[config.mk]
export PLATFORM = sky130hd
export DESIGN_NAME = crc5_frame_ctrl_flat
export DESIGN_NICKNAME = d
export VERILOG_FILES = /design/src/rtl/crc5_pkg.sv /design/src/rtl/crc5_frame_ctrl_if.sv /design/src/rtl/crc5_byte_step.sv /design/src/rtl/crc5_frame_ctrl.sv /design/src/flat_wrapper.sv
export SDC_FILE = /design/constraint.sdc
export NUM_CORES = 1
export LEC_CHECK = 0
export ABC_AREA = 1
export BUFFER_PORTS_ARGS = -buffer_cell sky130_fd_sc_hd__buf_4
export CAP_MARGIN = 20
export CELL_PAD_IN_SITES_DETAIL_PLACEMENT = 0
export CELL_PAD_IN_SITES_GLOBAL_PLACEMENT = 2
export CORE_MARGIN = 5
export CORE_UTILIZATION = 30
export DETAILED_ROUTE_END_ITERATION = 8
export GPL_ROUTABILITY_DRIVEN = 0
export PLACE_DENSITY = 0.9
export SLEW_MARGIN = 20
export SYNTH_ARGS = -nofsm -noshare
export SYNTH_HDL_FRONTEND = slang
export SYNTH_SLANG_ARGS = --single-unit
[constraint.sdc]
create_clock -name ck -period 1.8 [get_ports ck]
set_clock_uncertainty 0.15 [all_clocks]
set_input_delay 0.09 -clock ck [delete_from_list [all_inputs] [get_ports ck]]
set_output_delay 0.09 -clock ck [all_outputs]
set_load 0.02 [all_outputs]
[src/rtl/crc5_pkg.sv]
// crc5_pkg: frame states, CRC-5 constants and mode encodings shared by the controller
package crc5_pkg;
  typedef enum logic [1:0] {IDLE, ACCUM, APPEND} state_t;
  localparam logic [4:0] CRC5_INIT = 5'h1F;
  localparam logic [4:0] CRC5_XOROUT = 5'h1F;
  localparam logic MODE_GEN = 1'b0;
  localparam logic MODE_CHECK = 1'b1;
endpackage

[src/rtl/crc5_frame_ctrl_if.sv]
// crc5_frame_ctrl_if: byte stream in/out handshakes plus frame status
interface crc5_frame_ctrl_if;
  logic mode;
  logic [7:0] in_data;
  logic in_valid;
  logic in_last;
  logic in_ready;
  logic [7:0] out_data;
  logic out_valid;
  logic out_last;
  logic out_ready;
  logic busy;
  logic done;
  logic [4:0] crc_value;
  logic crc_err;
  modport master(
    output mode, in_data, in_valid, in_last, out_ready,
    input in_ready, out_data, out_valid, out_last, busy, done, crc_value, crc_err
  );
  modport slave(
    input mode, in_data, in_valid, in_last, out_ready,
    output in_ready, out_data, out_valid, out_last, busy, done, crc_value, crc_err
  );
endinterface

[src/rtl/crc5_byte_step.sv]
// crc5_byte_step: advances the CRC-5 LFSR by one data byte
module crc5_byte_step (
  input  logic [4:0] q,
  input  logic [7:0] d,
  output logic [4:0] c
);
  assign c[0] = q[0] ^ q[2] ^ q[3] ^ d[0] ^ d[3] ^ d[5] ^ d[6];
  assign c[1] = q[1] ^ q[3] ^ q[4] ^ d[1] ^ d[4] ^ d[6] ^ d[7];
  assign c[2] = q[0] ^ q[3] ^ q[4] ^ d[0] ^ d[2] ^ d[3] ^ d[6] ^ d[7];
  assign c[3] = q[0] ^ q[1] ^ q[4] ^ d[1] ^ d[3] ^ d[4] ^ d[7];
  assign c[4] = q[1] ^ q[2] ^ d[2] ^ d[4] ^ d[5];
endmodule

[src/rtl/crc5_frame_ctrl.sv]
// crc5_frame_ctrl: forwards a byte stream, appending or checking a trailing CRC-5 byte per frame
module crc5_frame_ctrl
  import crc5_pkg::*;
#(
  parameter logic [4:0] INIT = CRC5_INIT,
  parameter logic [4:0] XOROUT = CRC5_XOROUT
) (
  input logic ck,
  input logic rst,
  crc5_frame_ctrl_if.slave bus
);
  state_t state, state_nx;
  logic [4:0] lfsr, crc_fin, q, c;
  logic mode_r, m, acc, free, fin, chk_last;
  assign free = !bus.out_valid | bus.out_ready;
  assign bus.in_ready = (state != APPEND) & free;
  assign bus.busy = state != IDLE;
  assign acc = bus.in_valid & bus.in_ready;
  assign q = state == IDLE ? INIT : lfsr;
  assign m = state == IDLE ? bus.mode : mode_r;
  assign chk_last = acc & bus.in_last & (m == MODE_CHECK);
  assign fin = (state == APPEND) & free;
  crc5_byte_step u_step (.q(q), .d(bus.in_data), .c(c));
  // frame state register
  always_ff @(posedge ck or negedge rst)
    if (!rst) state <= IDLE;
    else state <= state_nx;
  // next state: APPEND waits for a free output slot, otherwise follow accepted bytes
  always_comb begin
    state_nx = state;
    if (state == APPEND) state_nx = free ? IDLE : APPEND;
    else if (acc) state_nx = !bus.in_last ? ACCUM : (m == MODE_GEN ? APPEND : IDLE);
  end
  // LFSR, output register and frame result
  always_ff @(posedge ck or negedge rst)
    if (!rst) begin
      lfsr <= INIT;
      crc_fin <= '0;
      mode_r <= MODE_GEN;
      bus.out_data <= '0;
      bus.out_valid <= 1'b0;
      bus.out_last <= 1'b0;
      bus.done <= 1'b0;
      bus.crc_value <= '0;
      bus.crc_err <= 1'b0;
    end else begin
      bus.done <= fin | chk_last;
      if (acc && state == IDLE) mode_r <= bus.mode;
      if (acc && !chk_last) lfsr <= c;
      if (acc && bus.in_last && m == MODE_GEN) crc_fin <= c ^ XOROUT;
      if (acc) begin
        bus.out_data <= bus.in_data;
        bus.out_valid <= 1'b1;
        bus.out_last <= chk_last;
      end else if (fin) begin
        bus.out_data <= {3'b000, crc_fin};
        bus.out_valid <= 1'b1;
        bus.out_last <= 1'b1;
      end else if (bus.out_ready) bus.out_valid <= 1'b0;
      if (fin) begin
        bus.crc_value <= crc_fin;
        bus.crc_err <= 1'b0;
      end else if (chk_last) begin
        bus.crc_value <= q ^ XOROUT;
        bus.crc_err <= (bus.in_data[7:5] != 3'b000) | (bus.in_data[4:0] != (q ^ XOROUT));
      end
    end
endmodule

[src/flat_wrapper.sv]
// flat-port wrapper written by rule: the top's interface ports become plain ports
module crc5_frame_ctrl_flat import crc5_pkg::*;
#(
  parameter logic [4:0] INIT = CRC5_INIT,
  parameter logic [4:0] XOROUT = CRC5_XOROUT
)
  (ck, rst, bus_mode, bus_in_data, bus_in_valid, bus_in_last, bus_out_ready, bus_in_ready, bus_out_data, bus_out_valid, bus_out_last, bus_busy, bus_done, bus_crc_value, bus_crc_err);
  crc5_frame_ctrl_if bus_i ();
  input logic ck;
  input logic rst;
  input wire logic [$bits(bus_i.mode)-1:0] bus_mode;
  input wire logic [$bits(bus_i.in_data)-1:0] bus_in_data;
  input wire logic [$bits(bus_i.in_valid)-1:0] bus_in_valid;
  input wire logic [$bits(bus_i.in_last)-1:0] bus_in_last;
  input wire logic [$bits(bus_i.out_ready)-1:0] bus_out_ready;
  output wire logic [$bits(bus_i.in_ready)-1:0] bus_in_ready;
  output wire logic [$bits(bus_i.out_data)-1:0] bus_out_data;
  output wire logic [$bits(bus_i.out_valid)-1:0] bus_out_valid;
  output wire logic [$bits(bus_i.out_last)-1:0] bus_out_last;
  output wire logic [$bits(bus_i.busy)-1:0] bus_busy;
  output wire logic [$bits(bus_i.done)-1:0] bus_done;
  output wire logic [$bits(bus_i.crc_value)-1:0] bus_crc_value;
  output wire logic [$bits(bus_i.crc_err)-1:0] bus_crc_err;
  assign bus_i.mode = bus_mode;
  assign bus_i.in_data = bus_in_data;
  assign bus_i.in_valid = bus_in_valid;
  assign bus_i.in_last = bus_in_last;
  assign bus_i.out_ready = bus_out_ready;
  assign bus_in_ready = bus_i.in_ready;
  assign bus_out_data = bus_i.out_data;
  assign bus_out_valid = bus_i.out_valid;
  assign bus_out_last = bus_i.out_last;
  assign bus_busy = bus_i.busy;
  assign bus_done = bus_i.done;
  assign bus_crc_value = bus_i.crc_value;
  assign bus_crc_err = bus_i.crc_err;
  crc5_frame_ctrl #(.INIT(INIT), .XOROUT(XOROUT)) u_core (.ck(ck), .rst(rst), .bus(bus_i));
endmodule
==> summary.md <==
| Metric | Value |
|---|---|
| Worst Tran Pin Value | `395 ps` |
| ANT cells | `0` |
| Crit-path slowest cell | `dfrtp_1` |
| Synthesized cell area | `1890 um2` |
| Final hold vios | `0` |
| Worst reg2reg startpoint | `u_core.state[1]` |
| Chip Height | `89.4 um` |
| Startpoint types | `register` |
| Fin crit period | `1640 ps` |
| Drt via density | `4.61` |
| Final wirelength | `5320 um` |
| Power per Cell Area | `between 1500 and 2000 nW/um2` |
| Synth Area in Simple Gates | `42.2%` |
| Combinational family with the most area after synthesis | `simple AND/OR/NAND/NOR gates` |
| CP Cell Sequence | `inv_1, nand2_4, nand2_1, o21ai_4, nor2_1, nand2_2, inv_2, nand3_1, nand2_1` |
| Antenna viol nets, final | `0` |
| Min-delay src | `bus_mode` |
| CP Class | `register to register` |
| VDD IR max | `~0.76 mV` |
| Final setup violation count | `0` |
| Core area | `roughly 6200 um2` |
| Initial antenna violation count | `0` |
| Yosys reg bits | `30` |
| Global-route wire length before repair | `8850 um` |
| DR WL/cell | `12.9 um` |
| Reg2reg setup slack | `160 ps` |
| Crit Reg-Reg Endpoint | `u_core.crc_fin[4]` |
| Worst Hold Class | `primary input to register` |
| Outcome | `finished clean` |
| Compound-Gate Fraction of Synth Area | `5.82%` |
| CP Max Fanout | `15` |
| Max clock buf depth | `2` |
| Most frequent cells in the layout | `nand2_1 (130), nand3_1 (39), buf_4 (37)` |
| Die Span X | `89.4 um` |
| WP data required | `1870 ps` |
| Layout cell share with drive strength beyond 1 | `19.5%` |
| Synth unique cells | `24` |
| Largest net degree at the start of global routing | `31` |
| Synth Warn # | `0` |
| Mux share of post-synthesis cell area | `0%` |
| Mapped Avg Cell Area | `6.64 um2` |
| Lkg Pwr | `0.00138 uW` |
| Layout Nets | `347` |
| TNS Setup | `0 ps` |
| Number of max-cap violations | `0` |
| Post-CTS Setup Bufs | `0` |
| TritonCTS Buffers | `5` |
| Rows | `29` |
| Critical path's most frequent cell | `nand2_1` |
| Number of global-route vias before repair | `1808` |
| Drt first pass iters | `4` |
| Synth Area in Adders | `0%` |
| Crit path capture type | `register` |
| Root Buffer | `clkbuf_8` |
| Worst Reg-to-Reg Cells | `9` |
| # port buffers | `32` |
| Worst slew margin | `73.7%` |
| Gr usage total | `14.7%` |
| Worst hold path cell count | `3` |
| Hold path endpoint | `u_core.mode_r` |
| Via count | `about 1900` |
| Clock-pin slew on the worst setup and hold paths | `60 ps` |
| Fill count | `691` |
| Post-synth EDFFs | `0` |
| RSZ-0062 raised after global routing | `false` |
| IO Pins | `33` |
| Most common cell after layout, fill and taps aside | `nand2_1` |
| Primary FF master, synth | `dfrtp_1` |
| HPWL after DPL | `4230 um` |
| Worst Path Arrival | `1710 ps` |
| Post-Syn Instances | `285` |
| CP peak stage delay | `400 ps` |
| Htree depth | `2` |
| WHS | `6.07 ps` |
| CTS tree | `done` |
| Starting DRT DRC Count | `104` |
| Area Growth Syn to Fin | `28.8%` |
| Xor/xnor cell area share of the yosys netlist | `3.70%` |
| Tcrit/Tclk final | `around nine tenths` |
| Initial Util | `around 30%` |
| Fmax | `609 MHz` |
| Sequential area share after synthesis | `about two fifths` |
| Worst-skew pair later-pin latency | `280 ps` |
| Slew Limit Fails | `0` |
| GRT Residual Overflow | `0` |
| DIE AREA | `~8000 um2` |
| Drc violations | `0` |
| Clock sinks | `30` |
| Post-synth ARST share | `100%` |
| Syn Nets | `299` |
## metal layers
metal / track usage, % / up-vias / routed length, um
li1: - / 984 / -
met1: 19.7 / 851 / 2490
met2: 23.2 / 51 / 2380
met3: 3.50 / 8 / 355
met4: 5.01 / 0 / 87
met5: 0 / - / 0
## layout make-up
type / instances / area, um2 / area share (%)
multi-input cells: 216 / 1000 / 41.2
inverters: 35 / 131 / 5.39
well taps: 77 / 96.3 / 3.95
clock buffers: 7 / 86.3 / 3.54
flip-flops and latches: 30 / 757 / 31.0
repair buffers: 45 / 358 / 14.7
clock inverters: 1 / 5.00 / 0.205
## how the worst max path moves through the flow
stage                              end                 start  slack (ps)
2_1_floorplan  u_core.bus.crc_value[0]  u_core.bus.out_valid         310
3_3_place_gp   u_core.bus.crc_value[2]       u_core.state[1]          90
3_5_place_dp         u_core.crc_fin[4]       u_core.state[1]           3
4_1_cts              u_core.crc_fin[4]       u_core.state[1]          70
5_1_grt        u_core.bus.crc_value[3]       u_core.state[1]          30
6_report             u_core.crc_fin[4]       u_core.state[1]         160
## through the flow
| step | setup WS (ps) | cells | utilization (%) | total power [uW] | instance area (um2) |
|---|---|---|---|---|---|
| 2_1_floorplan | 309 | 285 | - | 2550 | 1890 |
| 5_1_grt | 25.2 | 411 | 39.1 | 4220 | 2440 |
| 4_1_cts | 68.9 | 411 | 38.9 | 3880 | 2420 |
| 6_report | 158 | 411 | 39.1 | 3860 | 2440 |
| 3_3_place_gp | 91.0 | 395 | 35.9 | 3250 | 2240 |
| 3_5_place_dp | 2.50 | 395 | 35.9 | 3260 | 2240 |
## flip-flops by register name, indices dropped and copies added (netlist names)
register	count
u_core.crc_fin	5
u_core.bus.crc_err	1
u_core.mode_r	1
u_core.bus.out_data	8
u_core.state	2
u_core.bus.out_last	1
u_core.bus.out_valid	1
u_core.lfsr	5
u_core.bus.done	1
u_core.bus.crc_value	5
## worst max-delay path: cells and delay by family, from the launching register on
family,cells,cell delay (ps)
simple gates,6,710
flops,1,400
buf+inv,2,240
compound gates,1,90
## Yosys cell counts (3+ instances only)
cell	number	share of area [%]
dfstp_2	5	6.9
o21ai_0	12	3.2
nand2_1	131	26
nand3_1	39	10
nor2_1	11	2.2
nand2_2	3	0.99
xor2_1	4	1.9
dfrtp_1	25	33
inv_1	32	6.3
buf_2	3	0.79
xnor2_1	4	1.9
inv_2	3	0.59
## power breakdown
part | leakage (uW) | total, uW | switching, uW | internal, uW
clock network | 0.0000482 | 567 | 259 | 308
logic | 0.000975 | 2080 | 1320 | 757
registers | 0.000362 | 1210 | 207 | 1010
total | 0.00138 | 3860 | 1790 | 2070
## cell families after synthesis
family	Yosys count
xor+xnor	8
buf+inv	39
compound gates	18
flops	30
simple gates	190
## repair_timing
action	4_1_cts	5_1_grt
gates cloned	0	0
hold endpoints to repair	37	0
pin swaps	0	0
endpoints found under the setup margin	1	9
hold buffers	8	0
resized for setup	2	6
Note: power is estimated with default switching activity, not from simulation.
